### src/rtl/id_pkg.sv
// Shared decode definitions for the instruction-decode stage: opcode
// constants, immediate-format enum, decoded bundle struct and the helper
// functions used by the decoder and the register file.
package id_pkg;

  localparam logic [6:0] OP_IMM    = 7'b0010011;
  localparam logic [6:0] OP_LOAD   = 7'b0000011;
  localparam logic [6:0] OP_JALR   = 7'b1100111;
  localparam logic [6:0] OP_SYSTEM = 7'b1110011;
  localparam logic [6:0] OP_STORE  = 7'b0100011;
  localparam logic [6:0] OP_BRANCH = 7'b1100011;
  localparam logic [6:0] OP_LUI    = 7'b0110111;
  localparam logic [6:0] OP_AUIPC  = 7'b0010111;
  localparam logic [6:0] OP_JAL    = 7'b1101111;
  localparam logic [6:0] OP_REG    = 7'b0110011;
  localparam logic [6:0] OP_REG32  = 7'b0111011;

  typedef enum logic [2:0] {
    FMT_R, FMT_I, FMT_S, FMT_B, FMT_U, FMT_J, FMT_BAD
  } imm_fmt_e;

  // Non-datapath part of the decoded bundle held in the output register
  typedef struct packed {
    logic [6:0] opcode;
    logic [2:0] f3;
    logic [6:0] f7;
    logic [4:0] rd;
    logic [4:0] rs1;
    logic [4:0] rs2;
    logic       illegal;
  } id_bundle_t;

  // Immediate format selected by the major opcode
  function automatic imm_fmt_e imm_fmt(input logic [6:0] opcode);
    case (opcode)
      OP_IMM, OP_LOAD, OP_JALR, OP_SYSTEM: return FMT_I;
      OP_STORE:                            return FMT_S;
      OP_BRANCH:                           return FMT_B;
      OP_LUI, OP_AUIPC:                    return FMT_U;
      OP_JAL:                              return FMT_J;
      OP_REG, OP_REG32:                    return FMT_R;
      default:                             return FMT_BAD;
    endcase
  endfunction

  // 32-bit sign-extended immediate; the caller widens to XLEN
  function automatic logic [31:0] imm32(input logic [31:0] ins, input imm_fmt_e fmt);
    case (fmt)
      FMT_I:   return {{20{ins[31]}}, ins[31:20]};
      FMT_S:   return {{20{ins[31]}}, ins[31:25], ins[11:7]};
      FMT_B:   return {{19{ins[31]}}, ins[31], ins[7], ins[30:25], ins[11:8], 1'b0};
      FMT_U:   return {ins[31:12], 12'b0};
      FMT_J:   return {{11{ins[31]}}, ins[31], ins[19:12], ins[20], ins[30:21], 1'b0};
      default: return 32'b0;
    endcase
  endfunction

  // Register fields that actually name a register for each format; the
  // other bit positions carry immediate bits and are not range-checked.
  function automatic logic uses_rs1(input imm_fmt_e fmt);
    return (fmt == FMT_R) || (fmt == FMT_I) || (fmt == FMT_S) || (fmt == FMT_B);
  endfunction

  function automatic logic uses_rs2(input imm_fmt_e fmt);
    return (fmt == FMT_R) || (fmt == FMT_S) || (fmt == FMT_B);
  endfunction

  function automatic logic uses_rd(input imm_fmt_e fmt);
    return (fmt == FMT_R) || (fmt == FMT_I) || (fmt == FMT_U) || (fmt == FMT_J);
  endfunction

  // Register index lies inside the implemented register count
  function automatic logic reg_ok(input logic [4:0] idx, input int unsigned nreg);
    return 6'(idx) < 6'(nreg);
  endfunction

endpackage

### src/rtl/id_stage_regfile.sv
// Architectural register file: NREG x XLEN, two combinational read ports,
// one write port. x0 and out-of-range indices read 0 and ignore writes.
//   clk, rst_n          clock, async active-low reset (clears all entries)
//   i_we/i_wa/i_wd      write enable / address / data
//   i_ra1, i_ra2        read addresses
//   o_rd1_c, o_rd2_c    combinational read data
module regfile
  import id_pkg::*;
#(
  parameter int unsigned XLEN = 32,
  parameter int unsigned NREG = 32
) (
  input  logic            clk,
  input  logic            rst_n,
  input  logic            i_we,
  input  logic [4:0]      i_wa,
  input  logic [XLEN-1:0] i_wd,
  input  logic [4:0]      i_ra1,
  input  logic [4:0]      i_ra2,
  output logic [XLEN-1:0] o_rd1_c,
  output logic [XLEN-1:0] o_rd2_c
);

  localparam int unsigned RW = $clog2(NREG);

  logic [XLEN-1:0] r_regs [NREG];
  logic            w_we;

  assign w_we = i_we && (i_wa != 5'd0) && reg_ok(i_wa, NREG);

  // Storage; entry 0 is never written so it stays at its reset value
  always_ff @(posedge clk or negedge rst_n) begin
    if (!rst_n) begin
      for (int i = 0; i < int'(NREG); i++) r_regs[i] <= '0;
    end else if (w_we) begin
      r_regs[i_wa[RW-1:0]] <= i_wd;
    end
  end

  // Read ports
  assign o_rd1_c = ((i_ra1 == 5'd0) || !reg_ok(i_ra1, NREG)) ? '0 : r_regs[i_ra1[RW-1:0]];
  assign o_rd2_c = ((i_ra2 == 5'd0) || !reg_ok(i_ra2, NREG)) ? '0 : r_regs[i_ra2[RW-1:0]];

endmodule

### src/rtl/id_stage.sv
// Instruction-decode stage: decodes the fetched word, reads operands from
// the register file (with write-back bypass) and holds the result in a
// single output register handshaked with execute.
//   clk, rst_n                      clock, async active-low reset
//   if_valid/if_ready/if_instr/if_pc  fetch side handshake and payload
//   flush                           drop held and incoming instruction
//   wb_en/wb_rd/wb_data             register write-back port
//   ex_valid/ex_ready               execute side handshake
//   ex_pc/ex_imm/ex_rs1_val/ex_rs2_val, ex_opcode/ex_f3/ex_f7/ex_rd,
//   ex_illegal                      decoded bundle
module id_stage
  import id_pkg::*;
#(
  parameter int unsigned XLEN = 32,
  parameter int unsigned NREG = 32
) (
  input  logic            clk,
  input  logic            rst_n,
  input  logic            if_valid,
  output logic            if_ready,
  input  logic [31:0]     if_instr,
  input  logic [XLEN-1:0] if_pc,
  input  logic            flush,
  input  logic            wb_en,
  input  logic [4:0]      wb_rd,
  input  logic [XLEN-1:0] wb_data,
  output logic            ex_valid,
  input  logic            ex_ready,
  output logic [XLEN-1:0] ex_pc,
  output logic [XLEN-1:0] ex_imm,
  output logic [XLEN-1:0] ex_rs1_val,
  output logic [XLEN-1:0] ex_rs2_val,
  output logic [6:0]      ex_opcode,
  output logic [2:0]      ex_f3,
  output logic [6:0]      ex_f7,
  output logic [4:0]      ex_rd,
  output logic            ex_illegal
);

  id_bundle_t      w_dec;
  imm_fmt_e        w_fmt;
  logic            w_bad_idx;
  logic [XLEN-1:0] w_imm;
  logic [XLEN-1:0] w_rs1_rf, w_rs2_rf;
  logic [XLEN-1:0] w_rs1_val, w_rs2_val;
  logic            w_load, w_wb_hit, w_hold;

  logic            r_valid;
  id_bundle_t      r_bun;
  logic [XLEN-1:0] r_pc, r_imm, r_rs1_val, r_rs2_val;

  regfile #(.XLEN(XLEN), .NREG(NREG)) u_regfile (
    .clk     (clk),
    .rst_n   (rst_n),
    .i_we    (wb_en),
    .i_wa    (wb_rd),
    .i_wd    (wb_data),
    .i_ra1   (w_dec.rs1),
    .i_ra2   (w_dec.rs2),
    .o_rd1_c (w_rs1_rf),
    .o_rd2_c (w_rs2_rf)
  );

  // Handshake: the output register can take a new bundle when empty or draining
  assign if_ready = !r_valid || ex_ready;
  assign w_load   = if_valid && if_ready && !flush;
  assign w_hold   = r_valid && !ex_ready;
  // Same qualification as the register-file write so bypass matches storage
  assign w_wb_hit = wb_en && (wb_rd != 5'd0) && reg_ok(wb_rd, NREG);

  // Field extraction, legality and immediate generation
  always_comb begin
    w_dec        = '0;
    w_fmt        = imm_fmt(if_instr[6:0]);
    w_imm        = '0;
    w_dec.opcode = if_instr[6:0];
    w_dec.rd     = if_instr[11:7];
    w_dec.f3     = if_instr[14:12];
    w_dec.rs1    = if_instr[19:15];
    w_dec.rs2    = if_instr[24:20];
    w_dec.f7     = if_instr[31:25];
    w_bad_idx    = (uses_rs1(w_fmt) && !reg_ok(w_dec.rs1, NREG)) ||
                   (uses_rs2(w_fmt) && !reg_ok(w_dec.rs2, NREG)) ||
                   (uses_rd(w_fmt)  && !reg_ok(w_dec.rd,  NREG));
    w_dec.illegal = (w_fmt == FMT_BAD) || w_bad_idx;
    if (!w_dec.illegal) w_imm = XLEN'($signed(imm32(if_instr, w_fmt)));
  end

  // Write-through: a write landing this edge supersedes the stale array value
  assign w_rs1_val = (w_wb_hit && (wb_rd == w_dec.rs1)) ? wb_data : w_rs1_rf;
  assign w_rs2_val = (w_wb_hit && (wb_rd == w_dec.rs2)) ? wb_data : w_rs2_rf;

  // Output register with flush priority and operand refresh while stalled
  always_ff @(posedge clk or negedge rst_n) begin
    if (!rst_n) begin
      r_valid   <= 1'b0;
      r_bun     <= '0;
      r_pc      <= '0;
      r_imm     <= '0;
      r_rs1_val <= '0;
      r_rs2_val <= '0;
    end else begin
      if (flush)         r_valid <= 1'b0;
      else if (w_load)   r_valid <= 1'b1;
      else if (ex_ready) r_valid <= 1'b0;

      if (w_load) begin
        r_bun     <= w_dec;
        r_pc      <= if_pc;
        r_imm     <= w_imm;
        r_rs1_val <= w_rs1_val;
        r_rs2_val <= w_rs2_val;
      end else if (w_hold) begin
        if (w_wb_hit && (wb_rd == r_bun.rs1)) r_rs1_val <= wb_data;
        if (w_wb_hit && (wb_rd == r_bun.rs2)) r_rs2_val <= wb_data;
      end
    end
  end

  assign ex_valid   = r_valid;
  assign ex_pc      = r_pc;
  assign ex_imm     = r_imm;
  assign ex_rs1_val = r_rs1_val;
  assign ex_rs2_val = r_rs2_val;
  assign ex_opcode  = r_bun.opcode;
  assign ex_f3      = r_bun.f3;
  assign ex_f7      = r_bun.f7;
  assign ex_rd      = r_bun.rd;
  assign ex_illegal = r_bun.illegal;

endmodule
### config.mk
export PLATFORM = sky130hd
export DESIGN_NAME = id_stage
export DESIGN_NICKNAME = d
export VERILOG_FILES = /design/src/rtl/id_pkg.sv /design/src/rtl/id_stage_regfile.sv /design/src/rtl/id_stage.sv
export SDC_FILE = /design/constraint.sdc
export NUM_CORES = 2
export LEC_CHECK = 0
export BUFFER_PORTS_ARGS = -buffer_cell sky130_fd_sc_hd__buf_2
export CORE_AREA = 2 2 335 337
export CTS_CLUSTER_DIAMETER = 50
export DETAILED_ROUTE_END_ITERATION = 7
export DIE_AREA = 0 0 337 339
export PLACE_DENSITY = 0.75
export SETUP_SLACK_MARGIN = 0.1
export SYNTH_ARGS = -nofsm -noshare
export SYNTH_HDL_FRONTEND = slang
export SYNTH_SLANG_ARGS = --single-unit
### constraint.sdc
create_clock -name clk -period 2.39 [get_ports clk]
set_input_delay 0.478 -clock clk [delete_from_list [all_inputs] [get_ports clk]]
set_output_delay 0.478 -clock clk [all_outputs]
set_load 0.005 [all_outputs]
==> flow_metrics.py <==
metrics = {
    "run_status": {
        "status": "complete, no violations",
    },
    "placement": {
        "dp_hpwl_microns": 125000,
        "portBuffers": 259,
        "place_congestion": 0.888,
        "place_area_sq_um": 67500,
    },
    "worst_setup_path": {
        "worst-path-max-fanout": 19,
        "path_cells": "nor2b_2 -> o311ai_2 -> buf_4 -> o41a_2 -> buf_12 -> and2_1 -> a221o_1",
        "r2r-start": "ex_valid",
        "crit_family": "compound AO/OA/AOI/OAI gates",
        "rrSetupSlack_ns": 0.19,
        "reg2reg_depth": 7,
        "critPathKind": "reg2reg",
        "cp_slowest_cell": "o41a_2",
        "reg2reg_to": "ex_rs1_val[15]",
        "required_ns": 3.01,
        "cp-end-kind": "flop",
        "cp-start-kind": "flop",
        "path_buf_inv": 2,
        "cpPeakStageDelay_ns": 0.54,
        "cp.arrival_ns": 2.83,
    },
    "routing": {
        "routedWlPerCell_microns": 31.1,
        "drtIter0Drc": 4881,
        "wirelength_microns": 198000,
        "antenna_left": 0,
        "vias_per_cell": 6.84,
        "first_pass_iters": 8,
        "drc": 0,
        "vias": 43524,
    },
    "global_routing": {
        "grtUsageTotal": 0.346,
        "overflow": 0,
        "grt_max_degree": 98,
        "antenna_found_initial": 15,
        "grt_pass1_vias": 44683,
        "grt_pass1_wl_microns": 292000,
    },
    "layout": {
        "drive_gt1_frac": 0.476,
        "fin_nets": 4865,
        "syn_to_final_growth_pct": 18.4,
        "final_cell_area_sq_um": 72800,
        "register_area_sq_um": 29700,
        "multi_input_area_sq_um": 29800,
        "fillCellCount": 7696,
    },
    "power_and_ir_drop": {
        "power_density_nw_per_um2": 830,
        "p_leak_nw": 32.9,
        "vdd_ir_drop_max_mv": 0.666,
    },
    "min_path": {
        "whs_path_depth": 3,
        "hold_end": "ex_opcode[3]",
        "hp-class": "in2reg",
        "hp-start": "if_instr[3]",
    },
    "sta": {
        "slew_viol_final": 0,
        "fin_worst_skew_ns": 0.0335,
        "post-route-min-period_ns": 2.20,
        "fmax_mhz": 454,
        "hold_viol_final": 0,
        "slew-limit-headroom": 0.491,
        "worst_pin_slew_ns": 0.762,
        "finalSetupViolCount": 0,
        "period_share": 0.923,
        "finalHoldWorstSlack_ns": 0.0505,
        "tns_ns": 0,
        "rsz0062_at_grt": "yes",
    },
    "floorplanning": {
        "io_pins": 260,
        "core_area_sq_um": 110000,
        "rows": 122,
        "die_x_microns": 337,
        "start_util": 0.557,
        "die_y_microns": 339,
        "dieArea_sq_um": 114000,
    },
    "cts": {
        "cts_sinks": 1186,
        "clk_pin_slew_ns": 0.06,
        "cts-root-buf": "clkbuf_16",
        "htreeDepth": 4,
        "clockBufferDepth": 3,
        "cts_tree": "yes",
        "cts_made_buffers": 140,
        "worstSkewPairLatency_ns": 0.75,
    },
    "yosys": {
        "synth_edf_count": 0,
        "synth-async-reset-ratio": 1.00,
        "synth.distinct_cells": 64,
        "avgSynthCellArea_sq_um": 13.9,
        "synth_warnings": 0,
        "ys_ff_latch": 1186,
        "synth_fp_nets": 4521,
        "synth_area_sq_um": 61500,
        "synth_ff_type": "dfrtp_1",
        "syn_inst": 4414,
        "yosysSeqAreaShare": 0.483,
    },
    "run": {
        "drv_cap": 0,
    },
}
==> Yosys cell counts (7+ instances only) <==
| cell type | instances | area, sq um |
|---|---|---|
| a2111oi_0 | 32 | 280 |
| a21oi_1 | 12 | 60.1 |
| a221o_1 | 65 | 651 |
| a221oi_1 | 24 | 210 |
| a22o_1 | 7 | 61.3 |
| a22oi_1 | 126 | 946 |
| a31oi_1 | 25 | 156 |
| a41oi_1 | 19 | 166 |
| and2_1 | 28 | 175 |
| buf_1 | 73 | 274 |
| buf_2 | 81 | 405 |
| buf_4 | 58 | 435 |
| clkbuf_1 | 283 | 1060 |
| dfrtp_1 | 1186 | 29700 |
| inv_1 | 7 | 26.3 |
| mux2_2 | 994 | 11200 |
| mux2i_1 | 383 | 3830 |
| mux4_2 | 379 | 8540 |
| nand2_1 | 305 | 1140 |
| nand2b_1 | 21 | 131 |
| nand3_1 | 55 | 275 |
| nand4_1 | 7 | 43.8 |
| nor2_1 | 35 | 131 |
| nor2b_1 | 15 | 93.8 |
| o2111a_1 | 29 | 327 |
| o21ai_0 | 45 | 225 |
| o22ai_1 | 29 | 181 |
| xor2_1 | 15 | 131 |
==> layout by cell type (no fill, tap or decap), drive strengths merged, types with 35 or more instances in the layout <==
cell type    Yosys  routed
nor2            35      35
buf            218     652
mux2i          383     383
mux2           996     996
a221o           65      65
clkbuf         284     184
mux4           379     379
nand2          305     305
dlygate4sd3      0      51
nand3           55      55
a22oi          126     126
o21ai           46      46
dfrtp         1186    1186
==> cell families after synthesis <==
group / count (synthesis) / share of synthesized area
buffers and inverters: 509 / 0.0370
XOR/XNOR: 21 / 0.00299
AND/OR/NAND/NOR: 502 / 0.0369
AO/OA/AOI/OAI: 438 / 0.0566
multiplexers: 1758 / 0.384
flip-flops: 1186 / 0.483
==> cell type report <==
type                    instances  area share
multi-input cells            2719       0.409
repair buffers                704      0.0917
well taps                    1488      0.0256
clock buffers                 183      0.0547
clock inverters                64      0.0108
diodes                          8    0.000275
inverters                       7    0.000361
flip-flops and latches       1186       0.408
==> stage by stage <==
stage / setup slack (ns) / utilization / total power [mW] / instances
global route: 0.100 / 0.659 / 62.6 / 6355
global placement: -0.583 / 0.611 / 37.6 / 6053
detailed placement: -0.604 / 0.611 / 38.2 / 6053
floorplan: 0.0567 / - / 33.9 / 4414
finish: 0.185 / 0.659 / 60.4 / 6359
CTS: 0.131 / 0.659 / 60.3 / 6351
==> worst max-delay path by stage <==
stage | start | slack, ns | depth (start not counted) | endpoint
2_1_floorplan | if_instr[15] | 0.06 | 7 | ex_rs1_val[21]
3_3_place_gp | wb_rd[2] | -0.58 | 7 | u_regfile.r_regs[254]
3_5_place_dp | wb_rd[4] | -0.60 | 7 | u_regfile.r_regs[230]
4_1_cts | ex_valid | 0.13 | 7 | ex_rs1_val[3]
5_1_grt | flush | 0.1 | 8 | ex_rs1_val[13]
6_report | ex_valid | 0.19 | 7 | ex_rs1_val[15]
==> per-layer routing <==
metal / GRT usage / wire length, microns
met5: 0 / 64
met1: 0.465 / 76200
met3: 0.0982 / 21800
met4: 0.160 / 9940
met2: 0.522 / 89900
==> report_power, final <==
part	internal (mW)	total, mW	switching, mW
Sequential	23.8	26.7	2.92
Clock	13.2	22.1	8.86
Combinational	6.77	11.6	4.88
==> sequential cells by signal, summed over array words and instances (netlist names) <==
signal and count:
ex_illegal 1, ex_f7 7, r_bun 10, ex_rd 5, ex_f3 3, ex_valid 1, u_regfile.r_regs 1024, ex_imm 32
ex_pc 32, ex_rs2_val 32, ex_rs1_val 32, ex_opcode 7
==> timing repair <==
action | 4_1_cts | 5_1_grt
hold endpoints to repair | 212 | 0
endpoints found under the setup margin | 1 | 57
gates cloned | 0 | 0
setup buffers | 0 | 0
hold buffers | 51 | 0
gates resized for setup | 1 | 8
==> worst reg2reg max path: stages (launching register included) <==
cell and delay (ns):
dfrtp_1 0.34, nor2b_2 0.21, o311ai_2 0.15, buf_4 0.18, o41a_2 0.54, buf_12 0.19, and2_1 0.21, a221o_1 0.26
Power figures use the tool's default switching activity.
